## config.mk

```make
export PLATFORM = sky130hd
export DESIGN_NAME = sat_counter
export DESIGN_NICKNAME = d
export VERILOG_FILES = /design/src/rtl/sat_counter.sv
export SDC_FILE = /design/constraint.sdc
export NUM_CORES = 1
export LEC_CHECK = 0
export CORE_AREA = 2 2 39 41
export DETAILED_ROUTE_END_ITERATION = 10
export DIE_AREA = 0 0 41 43
export DONT_BUFFER_PORTS = 1
export PLACE_DENSITY = 0.55
export SLEW_MARGIN = 20
export SYNTH_ARGS = -nofsm -noshare
export SYNTH_HDL_FRONTEND = slang
export SYNTH_SLANG_ARGS = --single-unit
```

## constraint.sdc

```tcl
create_clock -name CLK -period 1.3 [get_ports CLK]
set_clock_uncertainty 0.1 [all_clocks]
set_input_delay 0.26 -clock CLK [delete_from_list [all_inputs] [get_ports CLK]]
set_output_delay 0.26 -clock CLK [all_outputs]
set_load 0.05 [all_outputs]
```

## src/rtl/sat_counter.sv

```systemverilog
// Up-counter that sticks at all-ones; used for the pass and fail tallies.
module sat_counter #(
  parameter int unsigned CNT_W = 8
) (
  input  logic             CLK,
  input  logic             RST,
  input  logic             INC,
  output logic [CNT_W-1:0] COUNT
);

  logic [CNT_W-1:0] count_q;
  logic [CNT_W-1:0] count_d;

  always_comb begin
    count_d = count_q;
    if (INC && (count_q != {CNT_W{1'b1}})) begin
      count_d = count_q + CNT_W'(1);
    end
  end

  always_ff @(posedge CLK) begin
    if (RST) begin
      count_q <= '0;
    end else begin
      count_q <= count_d;
    end
  end

  assign COUNT = count_q;

endmodule : sat_counter

```

==> results by group, run 1 <==
Run status
  • Status: complete, but fails checks
  • Violated checks: negative setup slack

Critical path
  • Arrival @ worst endpoint: 1.42 ns
  • Worst path bufs/invs: 0
  • Worst setup path start: COUNT[1]
  • Worst reg2reg path endpoint: COUNT[0]
  • Worst Setup End Kind: register
  • Crit-path max cell delay: 0.36 ns
  • Reg2reg start: COUNT[1]
  • Slowest stage cell, crit path: dfxtp_4
  • Delay-heaviest family, CP: flip-flops
  • Worst-path maximum fanout: 4
  • Crit path depth: 4
  • Depth of the worst register-to-register path: 4
  • Cells along the critical path: ha_4 -> and3_4 -> a21boi_4 -> mux2_4
  • Crit path capture: COUNT[0]
  • Worst Setup Start Kind: register
  • Setup Crit Path Kind: reg -> reg
  • R2R setup slack: -0.06 ns
  • WP data required: 1.36 ns

Power and ir drop
  • Clock power share: 41.1%
  • Pleak: 0.247 nW
  • Pwr dens: 880 nW/um^2
  • Peak VDD IR: 0.000354 V
  • Internal power: 0.394 mW
  • Comb pwr share: 13.8%
  • Switching Share: 28.5%
  • Part of the power in registers: 45.2%
  • Sw power: 0.157 mW
  • Total power: 0.551 mW

Routing
  • Initial DRC count: 3
  • DRC: 0
  • WL/cell: 14.1 microns
  • Routed Antenna Nets: 0
  • Via count: 419
  • First drt pass iteration count: 3
  • Drt via density: 5.30
  • Total wire length: 1110 microns

Synthesis
  • Post-synth top cells: dfxtp_1, a21oi_1, nand2_1
  • Yosys cell types: 25
  • Mean area per synthesized cell: 9.36 sq um
  • Xor-xnor portion of the synthesized cell area: 0%
  • Post-synthesis mux area share: 5.81%
  • Top post-synthesis cells by area: dfxtp_1, a21oi_1, a21boi_4
  • Seq/Total Area, Yosys: 37.2%
  • Post-synth EDFFs: 0
  • Largest family of logic cells by synthesized area: compound AO/OA/AOI/OAI gates
  • Most common cell in the netlist: dfxtp_1
  • Top cell type's share of synthesized area: 37.2%
  • Register bit count reported by yosys: 8
  • Synth Area in Simple Gates: 24.7%
  • Synth Area in Compound Gates: 25.9%
  • Synthesized net count: 50
  • Post-Syn Area: 430 sq um
  • Top_reg_cell synth: dfxtp_1
  • Leading area contributor after synthesis: dfxtp_1
  • Adder-cell share of the synthesized area: 2.91%
  • Synthesized instance count: 46
  • Synth warn: 0
  • Ys async rst share: 0%

Finish
  • Antenna Cells: 0
  • Area growth syn-to-layout: 45.6%
  • Area of the multi-input gates: 278 sq um
  • Layout cells sized above 1: 50.8%
  • Fillers: 139
  • Fin cells: 79
  • Reg area: 188 sq um
  • Fin nets: 68
  • Max FFs per register: 8

Timing
  • Unrepaired setup endpoints after global routing: yes
  • Relative slew slack: 87.1%
  • # setup viols final: 2
  • Period utilization: 105%
  • Slew @ Worst Pin: 0.192 ns
  • Final hold slack: 0.0570 ns
  • Final hold vios: 0
  • Achievable Freq: 0.733 GHz
  • Final min period: 1.36 ns
  • Final worst slack: -0.0644 ns
  • Max-slew violations: 0

Clock network
  • TritonCTS sink count: 8
  • Root Buffer: clkbuf_4
  • Reg clk slew, reported paths: 0.07 ns
  • H-tree Lvls: 1
  • Cts bufs inserted: 3
  • CTS tree: built
  • Clock Latency Late Sink: 0.27 ns
  • Clock Tree Buf Depth: 2

Placed design
  • Pre-CTS setup slack: -0.0486 ns
  • Detailed Place HPWL: 785 microns
  • Gp weighted congestion: 0.741
  • DP Cell Count: 74
  • Port Buf Inserts: 0

GRT
  • GR Util All Layers: 14.9%
  • Initial antenna violation count: 0
  • Global route overflow: 0
  • Largest net degree at the start of global routing: 9
  • First-pass GRT wire length: 1730 microns
  • Vias in the first global route: 421

Flow run
  • Max Cap Viol: 0

Hold path
  • Source of the worst hold timing path: RST
  • Hold WC Path Type: in -> reg

Floorplan
  • # rows: 14
  • Core area: 1380 sq um
  • Die X: 41 microns
  • Starting Density: 31.1%
  • I/O pin count: 11
  • Die Area: 1760 sq um
  • Die Y: 43 microns
-- how the worst min path moves through the flow --
stage | cells past startpoint | slack [ns] | end
floorplan | 1 | 0.22 | COUNT[5]
global placement | 1 | 0.23 | COUNT[5]
detailed placement | 1 | 0.23 | COUNT[5]
CTS | 2 | 0.06 | COUNT[3]
global route | 2 | 0.07 | COUNT[3]
finish | 2 | 0.06 | COUNT[3]
-- worst register-to-register path, stage by stage, from the launching register on --
cell      delay [ns]
dfxtp_4         0.36
ha_4            0.16
and3_4          0.19
a21boi_4        0.15
mux2_4          0.31
-- area by class of cell --
| type | instances | area share [%] |
|---|---|---|
| Tap cell | 16 | 3.19 |
| Sequential cell | 8 | 29.9 |
| Clock buffer | 4 | 4.19 |
| Multi-Input combinational cell | 36 | 44.3 |
| Timing Repair Buffer | 14 | 17.8 |
| Inverter | 1 | 0.599 |
-- logic make-up after synthesis --
| kind of cell | after synthesis |
|---|---|
| AOI/OAI and AO/OA | 15 |
| muxes | 2 |
| and+or+nand+nor | 18 |
| DFF | 8 |
| adders and majority gates | 1 |
| buffers and inverters | 2 |
-- stage by stage --
| step | util [%] | area, sq um | TNS (ns) |
|---|---|---|---|
| 2_1_floorplan | - | 470 | -0.132 |
| 3_3_place_gp | 41.7 | 577 | -0.0393 |
| 3_5_place_dp | 41.7 | 577 | -0.0486 |
| 4_1_cts | 44.9 | 622 | -0.0675 |
| 5_1_grt | 45.3 | 627 | -0.129 |
| 6_report | 45.3 | 627 | -0.0728 |
-- power groups by stage --
stage / combinational (mW) / sequential (mW) / clock (mW)
floorplan: 0.0233 / 0.279 / 0
global placement: 0.0691 / 0.254 / 0
detailed placement: 0.0694 / 0.255 / 0
CTS: 0.0762 / 0.249 / 0.224
global route: 0.0824 / 0.250 / 0.238
finish: 0.0758 / 0.249 / 0.226
-- what timing repair did --
action / in CTS / in global routing
resized for setup: 2 / 2
hold buffers: 1 / 0
setup buffers: 0 / 0
endpoints found under the hold margin: 3 / 0
setup endpoints to repair: 4 / 4
-- placed cells by master (no fill, tap or decap), drive strengths merged, types with 2 or more instances in the layout --
master	count
buf	13
dfxtp	8
a21oi	5
nand2	5
clkbuf	4
nand4	2
nor3	2
o21bai	2
a211oi	2
and4	2
nand3	2
a21boi	2
-- metal layers --
| layer | share of wire, % | GRT usage [%] | wire length (microns) | vias to the layer above |
|---|---|---|---|---|
| met4 | 3.4 | 12.0 | 38 | 0 |
| li1 | - | - | - | 214 |
| met3 | 4.6 | 4.19 | 51 | 5 |
| met1 | 46 | 17.1 | 515 | 190 |
| met2 | 46 | 21.6 | 509 | 10 |
| met5 | 0 | 0 | 0 | - |
Note: power is estimated with default switching activity, not from simulation.
==> run 2, diff against run 1 <==
Settings changed: PLACE_DENSITY 0.55 to 0.58.
==> run 2 against run 1 <==
  * The flow still finishes with violations (negative setup slack)
  * Combinational power up 12%
  * Worst setup slack better by 0.011 ns
  * First-iteration DRC count rose by 33%
  * Flip-flop and latch count is the same
  * Critical path depth unchanged
  * Cell count is 2.5% higher
  * Utilization increased by 2.7 points
  * Worst hold slack better by 0.0029 ns
  * Power grew 0.73%
  * Sequential power hardly changed
  * Routed wire length increased by 2.2%
  * Critical path type unchanged
  * Largest cell class unchanged
  * Largest power group unchanged
==> results by group, run 2 (same netlist as run 1, synthesis figures left out) <==
Hold path
  • Hold WC Path Type: in -> reg
  • Hold Path Depth: 2 (unchanged)
  • Source of the worst hold timing path: RST
  • Hold EP: COUNT[3]

Flow run
  • Max Cap Viol: 0 (unchanged)

Finish
  • Area growth syn-to-layout: 54.4%
  • Antenna Cells: 0 (unchanged)
  • Commonest cells after routing, fill and taps aside: buf_4, dfxtp_4, nand2_1, a21oi_1, buf_6
  • Most common cell after layout, fill and taps aside: buf_4
  • Layout cells sized above 1: 56.9% (+6.1 points)
  • Fin nets: 70 (+2.9%)
  • Fillers: 141 (+1.4%)
  • Max FFs per register: 8 (unchanged)

Power and ir drop
  • Pleak: 0.262 nW (+5.9%)
  • Internal power: 0.400 mW (+1.6%)
  • Part of the power in registers: 44.7% (-0.5 points)
  • Total power: 0.555 mW (+0.73%)
  • Comb pwr share: 15.3% (+1.5 points)
  • Sw power: 0.155 mW (-1.4%)
  • Clock power share: 40.0% (-1.1 points)
  • Pwr dens: 836 nW/um^2 (-5.0%)
  • Peak VDD IR: 0.000387 V (+9.2%)
  • Switching Share: 27.9% (-0.61 points)

Critical path
  • Worst-path maximum fanout: 2 (-2)
  • Setup Crit Path Kind: reg -> reg
  • Arrival @ worst endpoint: 1.40 ns (-0.02 ns)
  • Crit-path max cell delay: 0.35 ns (about the same)
  • Cells along the critical path: ha_4 -> and3_4 -> a21boi_4 -> mux2_4
  • Worst Setup End Kind: register
  • Worst reg2reg path endpoint: COUNT[0]
  • Depth of the worst register-to-register path: 4 (unchanged)
  • R2R setup slack: -0.05 ns (about the same)
  • WP data required: 1.35 ns (about the same)
  • Reg2reg start: COUNT[1]
  • Worst Setup Start Kind: register
  • Slowest stage cell, crit path: dfxtp_4

Timing
  • Final hold slack: 0.0599 ns (+0.00288 ns)
  • Period utilization: 104% (-0.85 points)
  • Final hold vios: 0 (unchanged)
  • Slew @ Worst Pin: 0.188 ns (-0.00474 ns)
  • Max-slew violations: 0 (unchanged)
  • Final min period: 1.35 ns (-0.0110 ns)
  • Relative slew slack: 87.4% (+0.32 points)
  • Achievable Freq: 0.739 GHz (+0.82%)
  • Final worst slack: -0.0533 ns (+0.0110 ns)
  • Unrepaired setup endpoints after global routing: yes
  • # setup viols final: 2 (unchanged)

GRT
  • Largest net degree at the start of global routing: 8 (-1)
  • Vias in the first global route: 427 (+1.4%)
  • Initial antenna violation count: 0 (unchanged)
  • Global route overflow: 0 (unchanged)
  • First-pass GRT wire length: 1840 microns (+6.4%)
  • GR Util All Layers: 15.8% (+0.92 points)

Routing
  • Via count: 431 (+2.9%)
  • Drt via density: 5.32 (+0.32%)
  • WL/cell: 14.1 microns (-0.28%)
  • Initial DRC count: 4 (+1)
  • First drt pass iteration count: 2 (-1)
  • Routed Antenna Nets: 0 (unchanged)
  • Total wire length: 1140 microns (+2.2%)
  • DRC: 0 (unchanged)

Placed design
  • Port Buf Inserts: 0 (unchanged)
  • Detailed Place HPWL: 780 microns (-0.66%)
  • Gp weighted congestion: 0.754 (+1.8%)

Clock network
  • Root Buffer: clkbuf_4
  • H-tree Lvls: 1 (unchanged)
  • TritonCTS sink count: 8 (unchanged)
  • Clock Tree Buf Depth: 2 (unchanged)
  • Cts bufs inserted: 3 (unchanged)
  • Reg clk slew, reported paths: 0.06 ns (about the same)
  • Clock Latency Late Sink: 0.27 ns (about the same)
  • CTS tree: built

Floorplan
  • Die Area: 1760 sq um (unchanged)
  • I/O pin count: 11 (unchanged)
  • Die X: 41 microns (unchanged)
  • # rows: 14 (unchanged)
  • Starting Density: 31.1% (unchanged)
  • Die Y: 43 microns (unchanged)
  • Core area: 1380 sq um (unchanged)

Run status
  • Violated checks: negative setup slack
  • Status: complete, but fails checks
run 2: metrics by stage:
stage / setup WS (ns) / std cells / utilization (%) / setup TNS, ns / instance area [sq um]
after floorplan: -0.132 / 46 / - / -0.132 / 470
after global placement: -0.0399 / 74 / 41.7 / -0.0399 / 577
after detailed placement: -0.0558 / 74 / 41.7 / -0.0558 / 577
after CTS: -0.0776 / 81 / 46.6 / -0.0888 / 644
after global routing: -0.0868 / 81 / 48.0 / -0.193 / 664
final: -0.0533 / 81 / 48.0 / -0.0756 / 664
run 2: cell type report:
class | count | area (sq um) | share of cell area [%]
inverter | 1 | 3.75 | 0.565
timing repair buffer | 16 | 138 | 20.7
tap | 16 | 20.0 | 3.01
multi-input combinational | 36 | 289 | 43.5
clock buffer | 4 | 26.3 | 3.95
sequential | 8 | 188 | 28.2
run 2: critical path: cells and delay by family, from the launching register on:
kind	cells	cell delay (ns)
flip-flops	1	0.35
multiplexers	1	0.31
AND/OR/NAND/NOR	1	0.18
adder cells (fa/ha/maj)	1	0.15
AO/OA/AOI/OAI	1	0.15
run 2: timing repair:
item / in CTS / in global routing
gates cloned: 0 / 0
hold endpoints to repair: 3 / 0
setup buffers: 2 / 0
hold buffers: 1 / 0
gates resized for setup: 4 / 6
setup endpoints to repair: 5 / 7
pin swaps: 4 / 3
run 2: power groups by stage:
stage          clock (mW)  combinational [mW]  sequential [mW]
5_1_grt             0.241              0.0912            0.250
2_1_floorplan           0              0.0233            0.279
6_report            0.222              0.0848            0.249
3_3_place_gp            0              0.0691            0.254
4_1_cts             0.230              0.0825            0.248
3_5_place_dp            0              0.0691            0.254
run 2: worst max path at each step:
| stage | startpoint | end | slack [ns] | cells past startpoint |
|---|---|---|---|---|
| after floorplan | COUNT[1] | COUNT[0] | -0.13 | 4 |
| after global placement | COUNT[1] | COUNT[0] | -0.04 | 4 |
| after detailed placement | COUNT[1] | COUNT[0] | -0.06 | 4 |
| after CTS | COUNT[1] | COUNT[0] | -0.08 | 4 |
| after global routing | COUNT[1] | COUNT[0] | -0.09 | 4 |
| final | COUNT[1] | COUNT[0] | -0.05 | 4 |
run 2: routing by layer:
| metal | up-vias | GRT usage [%] | wire length, microns |
|---|---|---|---|
| met2 | 11 | 26.3 | 607 |
| met5 | - | 0 | 0 |
| li1 | 218 | - | - |
| met4 | 0 | 8.00 | 23 |
| met1 | 199 | 17.8 | 455 |
| met3 | 3 | 3.14 | 53 |
